===== src/rtl/mips_fetch_unit.sv =====
// Purpose: instruction-fetch front end; keeps up to DEPTH fetches in flight and buffers words in order.
// Latency: a response accepted at edge N is at the decode head after edge N; 1 instr/cycle sustained.
// Backpressure: credit-based; requests stop while FIFO occupancy + in-flight reaches DEPTH.
//
// Ports:
//   clk, reset            clock (rising edge) and asynchronous active-low reset
//   fetch_en              allow new requests; responses are always accepted
//   redirect_valid/pc     one-cycle jump/branch; flushes buffer, drops stale responses
//   imem_req_*            valid/ready request port, address = current fetch PC
//   imem_rsp_*            in-order responses, no backpressure
//   instr_*               {pc, instr} to decode over valid/ready; pc/data read 0 when empty

// Purpose: small in-order FIFO with synchronous flush and zeroed head when empty.
// Latency: a push at edge N is visible at the head after edge N.
// Backpressure: none internally; the caller guarantees no push when full and no pop when empty.
module mips_fetch_fifo #(
    parameter int W     = 64,
    parameter int DEPTH = 4
) (
    input  logic                       clk,
    input  logic                       reset,
    input  logic                       flush,
    input  logic                       push_vld,
    input  logic [W-1:0]               push_dat,
    input  logic                       pop,
    output logic [$clog2(DEPTH+1)-1:0] count,
    output logic                       head_vld,
    output logic [W-1:0]               head_dat
);
    localparam int PW = $clog2(DEPTH);
    localparam int CW = $clog2(DEPTH+1);

    logic [W-1:0]  mem [DEPTH];
    logic [PW-1:0] wr_ptr;
    logic [PW-1:0] rd_ptr;

    always_ff @(posedge clk or negedge reset) begin
        if (!reset) begin
            wr_ptr <= '0;
            rd_ptr <= '0;
            count  <= '0;
        end else if (flush) begin
            // Flush wins over any push/pop in the same cycle.
            wr_ptr <= '0;
            rd_ptr <= '0;
            count  <= '0;
        end else begin
            if (push_vld) wr_ptr <= wr_ptr + PW'(1);
            if (pop)      rd_ptr <= rd_ptr + PW'(1);
            count <= count + CW'(push_vld) - CW'(pop);
        end
    end

    // Storage needs no reset: the head is masked by count.
    always_ff @(posedge clk) begin
        if (push_vld && !flush) mem[wr_ptr] <= push_dat;
    end

    assign head_vld = (count != '0);
    assign head_dat = head_vld ? mem[rd_ptr] : '0;
endmodule

module mips_fetch_unit #(
    parameter int                ADDR_W  = 32,
    parameter int                DATA_W  = 32,
    parameter int                DEPTH   = 4,
    parameter logic [ADDR_W-1:0] PC_INIT = '0
) (
    input  logic              clk,
    input  logic              reset,
    input  logic              fetch_en,
    input  logic              redirect_valid,
    input  logic [ADDR_W-1:0] redirect_pc,
    output logic              imem_req_valid,
    input  logic              imem_req_ready,
    output logic [ADDR_W-1:0] imem_req_addr,
    input  logic              imem_rsp_valid,
    input  logic [DATA_W-1:0] imem_rsp_data,
    output logic              instr_valid,
    input  logic              instr_ready,
    output logic [ADDR_W-1:0] instr_pc,
    output logic [DATA_W-1:0] instr_data
);
    localparam int CW = $clog2(DEPTH+1);

    typedef struct packed {
        logic [ADDR_W-1:0] pc;
        logic [DATA_W-1:0] instr;
    } fetch_ent_t;

    logic [ADDR_W-1:0] fetch_pc;
    logic [ADDR_W-1:0] rsp_pc;
    logic [CW-1:0]     inflight;
    logic [CW-1:0]     drop;
    logic [CW-1:0]     count;
    logic [CW-1:0]     inflight_nxt;
    logic [CW:0]       credit_sum;
    logic [ADDR_W-1:0] redirect_aligned;
    logic              req_fire;
    logic              rsp_fire;
    logic              push;
    logic              pop;
    fetch_ent_t        push_ent;
    fetch_ent_t        head_ent;

    // Every outstanding request owns a FIFO slot, so a returning word can never find the FIFO full.
    assign credit_sum     = {1'b0, count} + {1'b0, inflight};
    // Gated by reset so the port reads idle while reset is held, without waiting for an edge.
    assign imem_req_valid = reset & fetch_en & (credit_sum < (CW+1)'(DEPTH));
    assign imem_req_addr  = fetch_pc;
    assign req_fire       = imem_req_valid & imem_req_ready;

    // A response with nothing outstanding is a protocol error and is ignored.
    assign rsp_fire       = imem_rsp_valid & (inflight != '0);
    // Responses landing in a redirect cycle belong to the old stream and are never pushed.
    assign push           = rsp_fire & (drop == '0) & ~redirect_valid;
    assign pop            = instr_valid & instr_ready;

    assign inflight_nxt     = inflight + CW'(req_fire) - CW'(rsp_fire);
    assign redirect_aligned = {redirect_pc[ADDR_W-1:2], 2'b00};

    assign push_ent.pc    = rsp_pc;
    assign push_ent.instr = imem_rsp_data;

    always_ff @(posedge clk or negedge reset) begin
        if (!reset) begin
            fetch_pc <= PC_INIT;
            rsp_pc   <= PC_INIT;
            inflight <= '0;
            drop     <= '0;
        end else begin
            inflight <= inflight_nxt;
            if (redirect_valid) begin
                fetch_pc <= redirect_aligned;
                rsp_pc   <= redirect_aligned;
                // Everything still outstanding after this edge, including a request
                // accepted this cycle at the old PC, belongs to the abandoned stream.
                drop     <= inflight_nxt;
            end else begin
                if (req_fire) fetch_pc <= fetch_pc + ADDR_W'(4);
                if (rsp_fire) begin
                    if (drop != '0) drop   <= drop - CW'(1);
                    else            rsp_pc <= rsp_pc + ADDR_W'(4);
                end
            end
        end
    end

    mips_fetch_fifo #(
        .W     (ADDR_W + DATA_W),
        .DEPTH (DEPTH)
    ) u_fifo (
        .clk      (clk),
        .reset    (reset),
        .flush    (redirect_valid),
        .push_vld (push),
        .push_dat (push_ent),
        .pop      (pop),
        .count    (count),
        .head_vld (instr_valid),
        .head_dat (head_ent)
    );

    assign instr_pc   = head_ent.pc;
    assign instr_data = head_ent.instr;

    a_drop_le_inflight: assert property (@(posedge clk) disable iff (!reset) drop <= inflight);
    a_credit_bound:     assert property (@(posedge clk) disable iff (!reset) credit_sum <= (CW+1)'(DEPTH));
endmodule


===== config.mk =====
export PLATFORM = sky130hd
export DESIGN_NAME = mips_fetch_unit
export DESIGN_NICKNAME = d
export VERILOG_FILES = /design/src/rtl/mips_fetch_unit.sv
export SDC_FILE = /design/constraint.sdc
export NUM_CORES = 1
export LEC_CHECK = 0
export ABC_AREA = 1
export BUFFER_PORTS_ARGS = -buffer_cell sky130_fd_sc_hd__buf_2
export CELL_PAD_IN_SITES_DETAIL_PLACEMENT = 0
export CELL_PAD_IN_SITES_GLOBAL_PLACEMENT = 1
export CORE_ASPECT_RATIO = 0.5
export CORE_UTILIZATION = 46
export DETAILED_ROUTE_END_ITERATION = 10
export HOLD_SLACK_MARGIN = 0.12
export PLACE_DENSITY_LB_ADDON = 0.1
export SYNTH_ARGS = -nofsm -noshare
export SYNTH_HDL_FRONTEND = slang
export SYNTH_SLANG_ARGS = --single-unit
export TNS_END_PERCENT = 20

===== constraint.sdc =====
create_clock -name clk -period 5.6 [get_ports clk]
set_input_delay 0 -clock clk [delete_from_list [all_inputs] [get_ports clk]]
set_output_delay 0 -clock clk [all_outputs]
set_load 0.05 [all_outputs]

==> impl_metrics.json <==
{
  "outcome": "completed",
  "grt_max_degree": 102,
  "tritoncts": "yes",
  "clock_path_buffers": 3,
  "met2_usage_pct": 37.7,
  "cts_root_buf": "clkbuf_16",
  "drv_slew": 0,
  "drc": 0,
  "hold_path.class": "in -> reg",
  "clock_sinks": 321,
  "insertion_delay_ns": 0.57,
  "drt_pre_antenna_iters": 7,
  "globalRoute.busiestLayer": "met2",
  "finalCoreUtilization_pct": 57.6,
  "seqCellArea_um2": 9280,
  "required_ns": 5.60,
  "final.period_utilization_pct": 62.0,
  "final_cell_mix": "310 x nor2_1, 256 x nand2_1, 248 x edfxtp_1, 161 x buf_2, 146 x o21ai_0",
  "avgSynthCellArea_um2": 9.80,
  "antenna_found_initial": 0,
  "worstSetupPathType": "reg -> out",
  "synthFlopType": "edfxtp_1",
  "yosysTopAreaCell": "edfxtp_1",
  "io_buffers": 162,
  "die_h_um": 129,
  "ys_types": 39,
  "wl_um": 38000,
  "cp-end-kind": "primary output",
  "core.rowCount": 45,
  "ir_drop_uv": 342,
  "stdcell_count": 2181,
  "die_w_um": 256,
  "yosysSeqAreaShare_pct": 62.7,
  "io_pins": 169,
  "synth-edff-count": 248,
  "clk_pin_slew_worst_paths_ns": 0.07,
  "final_common_cell": "nor2_1",
  "fin_skew_ns": 0.0145,
  "numCtsBuffers": 29,
  "dp.cells": 2041,
  "drt_iter0_markers": 783,
  "dp_hpwl_um": 22300,
  "netlist_area_um2": 14800,
  "dr_total_vias": 11389,
  "grt_pass1_vias": 10845,
  "initial_core_util_pct": 47.7,
  "power_uw": 7920,
  "grt_setup_unrepaired": "no",
  "synth_top_area_share_pct": 50.4,
  "wl_per_cell_um": 17.4,
  "floorplan.core_area_um2": 31000,
  "multi_input_area_um2": 4850,
  "cts.repair.resized": 0,
  "die_area_um2": 32900,
  "syn_to_final_growth_pct": 20.5,
  "use_met3_pct": 3.55,
  "path_cells": "inv_2 -> buf_4 -> o21ai_0 -> a21oi_1 -> buf_2",
  "period_minus_slack_ns": 3.47,
  "finalSetupViolCount": 0,
  "ant_nets": 0,
  "drive_gt1_share_pct": 15.5,
  "globalRouteOverflowTotal": 0,
  "gp_congestion": 0.856,
  "cp.arrival_ns": 3.47,
  "p_leak_uw": 0.00715,
  "hold_buffers": 85,
  "syn-instance-count": 1509,
  "cap_violations": 0,
  "tightest_slew_ns": 1.21,
  "use_met1_pct": 32.3,
  "max_stage_delay_ns": 0.89,
  "slew_headroom_pct": 19.3,
  "hold_viol_final": 0,
  "synth_seq_cells": 321,
  "synth.area.top_cells": "edfxtp_1 50%, dfrtp_1 12%, nor2_1 8.0%",
  "cp-start-kind": "flip-flop",
  "tns_ns": 0,
  "cp_slowest_cell": "inv_2",
  "ys_warn_count": 0,
  "fmax_mhz": 288,
  "post-cts-setup-buffers": 0,
  "grt_use_total_pct": 22.9,
  "vias_per_cell": 5.22,
  "n_fill_cell": 2672,
  "cellPowerDensity_nw_per_um2": 445,
  "grt_pass1_wl_um": 59000,
  "fin_nets": 1821,
  "cts_max_level": 1,
  "async_flop_share_pct": 22.7,
  "cp_max_fo": 77
}
critical path: cells and delay by family (launching register included):
family	cells	cell delay, ns
buffers and inverters	3	1.78
AO/OA/AOI/OAI	2	0.43
flip-flops	1	0.62
final timing paths:
check                                             startpoint                            to  slack, ns  cells after the start
worst max-delay path            u_fifo.rd_ptr[0]$_DFFE_PN0P_                  instr_pc[28]       2.13                      5
worst min register to register         inflight[0]$_DFF_PN0_         inflight[0]$_DFF_PN0_       0.56                      1
worst max register to register           drop[0]$_DFFE_PN0P_   u_fifo.mem[3][37]$_DFFE_PP_       2.30                      9
min in group asynchronous                              reset  imem_req_addr[4]$_DFFE_PN0N_       0.24                      3
max in group asynchronous                              reset  u_fifo.rd_ptr[0]$_DFFE_PN0P_       4.56                      3
worst min-delay path                       imem_rsp_data[11]   u_fifo.mem[2][11]$_DFFE_PP_       0.18                      2
power by group:
group	internal [uW]	leakage [uW]	total [uW]	switching [uW]
registers	2790	0.00312	3050	259
clock network	1240	0.000495	2140	896
logic	657	0.00353	2740	2080
total	4690	0.00715	7920	3230
metrics by stage:
stage | cell area (um^2) | hold slack [ns] | setup slack (ns)
2_1_floorplan | 14800 | -0.296 | 1.50
3_3_place_gp | 15900 | 0.209 | 2.24
3_5_place_dp | 15900 | 0.215 | 2.26
4_1_cts | 17800 | 0.148 | 2.06
5_1_grt | 17800 | 0.163 | 1.90
6_report | 17800 | 0.177 | 2.13
cells by family (layout without fill, tap and decap cells):
kind of cell    Yosys count  after routing  share of synthesized area [%]
simple gates            739            739                           21.4
flops                   321            321                           62.7
compound gates          245            245                           8.45
buf+inv                 167            412                           4.73
xor+xnor                 20             20                           1.18
fa+ha+maj                16             16                           1.46
other cells               1              5                         0.0254
synth_stat cells, types with 14 or more instances:
master and number:
edfxtp_1 248, nand3_1 103, ha_1 14, a21oi_1 87
clkbuf_1 29, inv_1 90, nand2_1 256, buf_2 25
o21ai_0 146, xor2_1 16, nor2_1 314, dfrtp_1 73
layer usage:
layer / vias up / share of wire (%)
li1: 5534 / -
met5: - / 0
met1: 5517 / 46
met4: 0 / 2.1
met3: 54 / 5.0
met2: 284 / 47
flip-flops by register name, summed over array words and instances (netlist names):
name and count:
u_fifo.mem 248, drop 3, u_fifo.wr_ptr 2, u_fifo.count 3, inflight 3, imem_req_addr 30, u_fifo.rd_ptr 2, rsp_pc 30
layout make-up:
type                    instances  share of cell area, %
diodes                          1                 0.0140
well taps                     423                   2.97
clock inverters                20                   1.56
flip-flops and latches        321                   52.1
repair buffers                262                   9.97
inverters                      96                   2.02
multi-input cells            1024                   27.2
clock buffers                  34                   4.18
Power figures use the tool's default switching activity.
